--- src/rtl/life_controller.sv ---
// life_controller: sequencing controller for the 8x8 Game-of-Life board.
// Holds the generation register, commits the next board from the external
// cell_array on a timer or on command, and row-scans the board onto LEDs.
module life_controller #(
  parameter int          GEN_PERIOD   = 12000000,
  parameter int          SCAN_PERIOD  = 1000,
  parameter int          GEN_W        = 16,
  parameter logic [63:0] INIT_PATTERN = 64'h001C_0000_0000_0000,
  parameter bit          AUTO_HALT    = 1'b1
) (
  input  logic             clk,
  input  logic             rst,
  input  logic             cmd_valid,
  output logic             cmd_ready,
  input  logic [1:0]       cmd_op,
  input  logic [63:0]      cmd_data,
  output logic [63:0]      cells_out,
  input  logic [63:0]      cells_in,
  output logic [2:0]       row_sel,
  output logic [7:0]       leds_out,
  output logic [GEN_W-1:0] gen_count,
  output logic             gen_pulse,
  output logic             stable,
  output logic             extinct,
  output logic [1:0]       state
);

  localparam int TW = $clog2(GEN_PERIOD);
  localparam int SW = (SCAN_PERIOD > 1) ? $clog2(SCAN_PERIOD) : 1;
  localparam logic [TW-1:0] GEN_LAST  = TW'(GEN_PERIOD - 1);
  localparam logic [SW-1:0] SCAN_LAST = SW'(SCAN_PERIOD - 1);

  localparam logic [1:0] OP_RUN   = 2'b00;
  localparam logic [1:0] OP_PAUSE = 2'b01;
  localparam logic [1:0] OP_STEP  = 2'b10;
  localparam logic [1:0] OP_LOAD  = 2'b11;

  typedef enum logic [1:0] {
    PAUSED   = 2'b00,
    RUNNING  = 2'b01,
    STEPPING = 2'b10,
    HALTED   = 2'b11
  } state_t;

  state_t          cur_state;
  state_t          next_state;
  logic [TW-1:0]   gen_timer;
  logic [SW-1:0]   scan_timer;
  logic            accept;
  logic            timer_expired;
  logic            do_load;
  logic            do_pause;
  logic            commit;
  logic            settled;

  assign state    = cur_state;
  assign leds_out = cells_out[{row_sel, 3'b000} +: 8];

  // State register; reset parks the controller in PAUSED.
  always_ff @(posedge clk) begin
    if (rst) cur_state <= PAUSED;
    else     cur_state <= next_state;
  end

  // Next-state logic: commands from accepting states, timer commits and auto-halt.
  always_comb begin
    next_state = cur_state;
    case (cur_state)
      STEPPING: next_state = settled ? HALTED : PAUSED;
      RUNNING: begin
        if (do_load || do_pause)  next_state = PAUSED;
        else if (commit && settled) next_state = HALTED;
      end
      default: begin
        if (accept) begin
          case (cmd_op)
            OP_RUN:   next_state = RUNNING;
            OP_STEP:  next_state = STEPPING;
            default:  next_state = PAUSED;
          endcase
        end
      end
    endcase
  end

  // Control outputs; a LOAD or PAUSE landing on the expiry cycle wins over the commit.
  always_comb begin
    cmd_ready     = rst || (cur_state != STEPPING);
    accept        = cmd_valid && cmd_ready && !rst;
    timer_expired = (cur_state == RUNNING) && (gen_timer == GEN_LAST);
    do_load       = accept && (cmd_op == OP_LOAD);
    do_pause      = accept && (cmd_op == OP_PAUSE);
    commit        = (cur_state == STEPPING) || (timer_expired && !do_load && !do_pause);
    settled       = AUTO_HALT && ((cells_in == cells_out) || (cells_in == 64'd0));
  end

  // Generation timer only runs while the controller stays in RUNNING.
  always_ff @(posedge clk) begin
    if (rst)
      gen_timer <= '0;
    else if (cur_state == RUNNING && next_state == RUNNING)
      gen_timer <= timer_expired ? '0 : gen_timer + TW'(1);
    else
      gen_timer <= '0;
  end

  // Board, generation counter and status flags: LOAD or commit update them.
  always_ff @(posedge clk) begin
    if (rst) begin
      cells_out <= INIT_PATTERN;
      gen_count <= '0;
      gen_pulse <= 1'b0;
      stable    <= 1'b0;
      extinct   <= (INIT_PATTERN == 64'd0);
    end else if (do_load) begin
      cells_out <= cmd_data;
      gen_count <= '0;
      gen_pulse <= 1'b0;
      stable    <= 1'b0;
      extinct   <= (cmd_data == 64'd0);
    end else if (commit) begin
      cells_out <= cells_in;
      gen_count <= gen_count + GEN_W'(1);
      gen_pulse <= 1'b1;
      stable    <= (cells_in == cells_out);
      extinct   <= (cells_in == 64'd0);
    end else begin
      gen_pulse <= 1'b0;
    end
  end

  // Row scanner, free-running regardless of controller state.
  always_ff @(posedge clk) begin
    if (rst) begin
      scan_timer <= '0;
      row_sel    <= 3'd0;
    end else if (scan_timer == SCAN_LAST) begin
      scan_timer <= '0;
      row_sel    <= row_sel + 3'd1;
    end else begin
      scan_timer <= scan_timer + SW'(1);
    end
  end

endmodule

--- config.mk ---
export PLATFORM = sky130hd
export DESIGN_NAME = life_controller
export DESIGN_NICKNAME = d
export VERILOG_FILES = /design/src/rtl/life_controller.sv
export SDC_FILE = /design/constraint.sdc
export NUM_CORES = 1
export LEC_CHECK = 0
export ABC_CLOCK_PERIOD_IN_PS = 2850
export CAP_MARGIN = 25
export CORE_UTILIZATION = 48
export CTS_BUF_LIST = sky130_fd_sc_hd__clkbuf_8
export DETAILED_ROUTE_END_ITERATION = 16
export PLACE_DENSITY = 0.83
export SLEW_MARGIN = 40
export SYNTH_ARGS = -nofsm -noshare
export SYNTH_HDL_FRONTEND = slang
export SYNTH_SLANG_ARGS = --single-unit
--- constraint.sdc ---
create_clock -name clk -period 2.85 [get_ports clk]
set_clock_uncertainty 0.05 [all_clocks]
set_input_delay 0.4275 -clock clk [delete_from_list [all_inputs] [get_ports clk]]
set_output_delay 0.4275 -clock clk [all_outputs]
set_load 0.01 [all_outputs]
==> flow_summary.ini <==
[run_status]
run_status = finished with violations
violations = negative setup slack

[cts]
cts-root-buf = clkbuf_8
clkLatencyLatePin_ps = 450
cts-htree-levels = 4
path_clk_slew_ps = 70
cts_buffer_depth = 2
cts_made_buffers = 17
cts.sinks = 122
cts_tree = yes

[critical_path]
path_max_fanout = 24
r2r-start = cells_out[30]
critical_path_class = primary input to register
r2r-end = gen_timer[20]
critPathLaunch = cells_in[17]
cp.required_ps = 3180
endpoint_kind = register
reg2reg_slack_ps = 280
start_kind = primary input
rr_worst_depth = 8
cp.arrival_ps = 3250

[power]
internal_power_mw = 2.799
p_per_area_nw_per_um2 = 392.0
ir_drop_v = 0.0002831
p_leak_nw = 3.822
pwr-share-seq_pct = 46.2
switching_share_pct = 28.33
clockPowerShare_pct = 36.5
p_sw_mw = 1.107
pwr-share-comb_pct = 17.3

[cells_and_area]
most-common-layout-cells = clkdlybuf4s50_1 (222), dfxtp_1 (121), nor2_1 (113)
fin_area_um2 = 9962
syn2layout_area_growth_pct = 43.51
layout_commonest_cell = clkdlybuf4s50_1
multi_input_area_um2 = 4263
antenna_cells = 0
seq_area_um2 = 2444
nNetsFinal = 1131
drive_gt1_share_pct = 12.34
fill_cells = 1085

[die]
io_pins = 230
die_y_um = 122.3
fp-row-count = 43
fp.coreArea_um2 = 13990
initial_utilization_pct = 49.62
fp.dieArea_um2 = 14950
die_w_um = 122.3

[routing]
wl_met2_mm = 11.81
drt_iter0_drc = 712
drc = 0
top_layer = met5
wl_met3_mm = 2.658
wl_mm = 25.36
routed_via_density = 6.056
firstDrtPassIters = 5
ant_nets = 0
m1WireLength_mm = 9.389
avgRoutedWirePerCell_um = 21.40
vias = 7176

[global_route]
grt_max_degree = 76
grt_pass1_vias = 6764
grt-ovfl-total = 0
grt_pass1_wl_mm = 37.25
antenna_found_initial = 1
grt_usage_pct = 33.37

[placement]
place_area_um2 = 9515
dp_hpwl_mm = 19.60
place.gp.congestion = 0.9829
io_buffers = 229

[yosys]
syn_nets = 889
synth_seq_area_share_pct = 35.18
synth_warnings = 0
synthCells = 750
avgSynthCellArea_um2 = 9.256
synth_edf_count = 0
syn_area_um2 = 6942
synthArstFlopShare_pct = 0
synth-seq-cells = 122
yosysUniqueCellTypes = 46
synth-main-ff-cell = dfxtp_1

[worst_hold_path]
worstHoldStart = scan_timer[0]
hold_path.class = register to register
min_path_cells = 1
whs_endpoint = scan_timer[0]

[sta]
setup_slack_ps = -67.08
finalHoldViolations = 0
fin_setup_tns_ps = -1213
setup-violations-final = 25
final_max_slew_viol_count = 0
max_freq_mhz = 342.8
worst_pin_slew_ps = 854.7
relSlewSlack_pct = 43.02
layout_min_cycle_time_ps = 2917
timing.final.crit_share_pct = 102.4

[run]
maxCapViolCount = 0
-- worst max-delay path by stage --
stage | end
final | gen_timer[20]
after global routing | gen_timer[3]
after CTS | leds_out[1]
after detailed placement | gen_timer[4]
after global placement | gen_timer[2]
after floorplan | leds_out[0]
-- what timing repair did --
| item | in CTS | in global routing |
|---|---|---|
| gates cloned | 0 | 1 |
| hold buffers | 0 | 0 |
| resized for setup | 3 | 4 |
| pin swaps | 0 | 0 |
| setup endpoints to repair | 6 | 4 |
| buffers inserted | 1 | 6 |
-- power groups by stage --
stage               Sequential, mW  Clock, mW  Combinational [mW]
floorplan                     1.84          0               0.236
CTS                           1.80       1.44               0.661
global route                  1.81       1.51               0.704
global placement              1.84          0               0.654
finish                        1.81       1.43               0.674
detailed placement            1.84          0               0.657
-- metrics by stage --
step | utilization, % | total power [mW] | setup slack [ps] | hold WS, ps | std cells
floorplan | - | 2.075 | 386.1 | 380.2 | 750
global placement | 68.02 | 2.496 | -85.40 | 398.5 | 1145
CTS | 70.65 | 3.904 | 0.3042 | 421.3 | 1178
detailed placement | 68.02 | 2.500 | -119.0 | 404.9 | 1145
finish | 71.22 | 3.906 | -67.08 | 416.5 | 1185
global route | 71.22 | 4.022 | -210.2 | 451.4 | 1185
-- Yosys cell counts (9+ instances only) --
cell | n | area, um2
dfxtp_1 | 122 | 2442
nor2_1 | 113 | 424.2
xnor2_1 | 81 | 709.4
mux2i_1 | 66 | 660.6
a211oi_1 | 62 | 465.5
nor4_1 | 38 | 237.7
nand4_1 | 32 | 200.2
xor2_1 | 30 | 262.8
clkbuf_1 | 29 | 108.9
nand2_1 | 22 | 82.58
nor2_2 | 22 | 137.6
nand3_1 | 21 | 105.1
mux4_2 | 16 | 360.4
inv_1 | 10 | 37.54
buf_6 | 9 | 101.4
-- metal layers --
metal  up-vias  GRT usage [%]
met5         -              0
met2       479          53.97
met3       136          8.318
met1      3348          39.63
li1       3211              -
met4         2          20.81
-- flip-flops by register name, summed over array words and instances, names as in the netlist --
signal and cells:
cells_out 64, extinct 1, gen_count 16, gen_pulse 1, gen_timer 24, row_sel 3
scan_timer 10, stable 1, state 2
-- final cells by class --
class	count	share of cell area [%]
clock buffers	17	2.349
clock inverters	15	1.306
inverters	10	0.3768
multi-input cells	576	42.79
flip-flops and latches	122	24.53
well taps	180	2.261
repair buffers	265	26.39
-- worst max-delay path, cell delays in order --
cell and delay [ps]:
clkdlybuf4s50_1 500, nor4_1 750, nand4_1 310, nor4_4 460
nor2_1 100, a21oi_2 220, o2111ai_4 160, buf_12 210
nor2_2 100
-- cell families (layout without fill, tap and decap cells) --
kind of cell / after synthesis / count (layout) / synth area share [%]
muxes: 90 / 90 / 16.01
DFF: 122 / 122 / 35.18
xor gates and xnor gates: 111 / 111 / 14.01
and+or+nand+nor: 285 / 285 / 20.89
buffers and inverters: 52 / 307 / 3.857
AOI/OAI and AO/OA: 84 / 84 / 8.976
adders and majority gates: 6 / 6 / 1.081
Note: power is estimated with default switching activity, not from simulation.
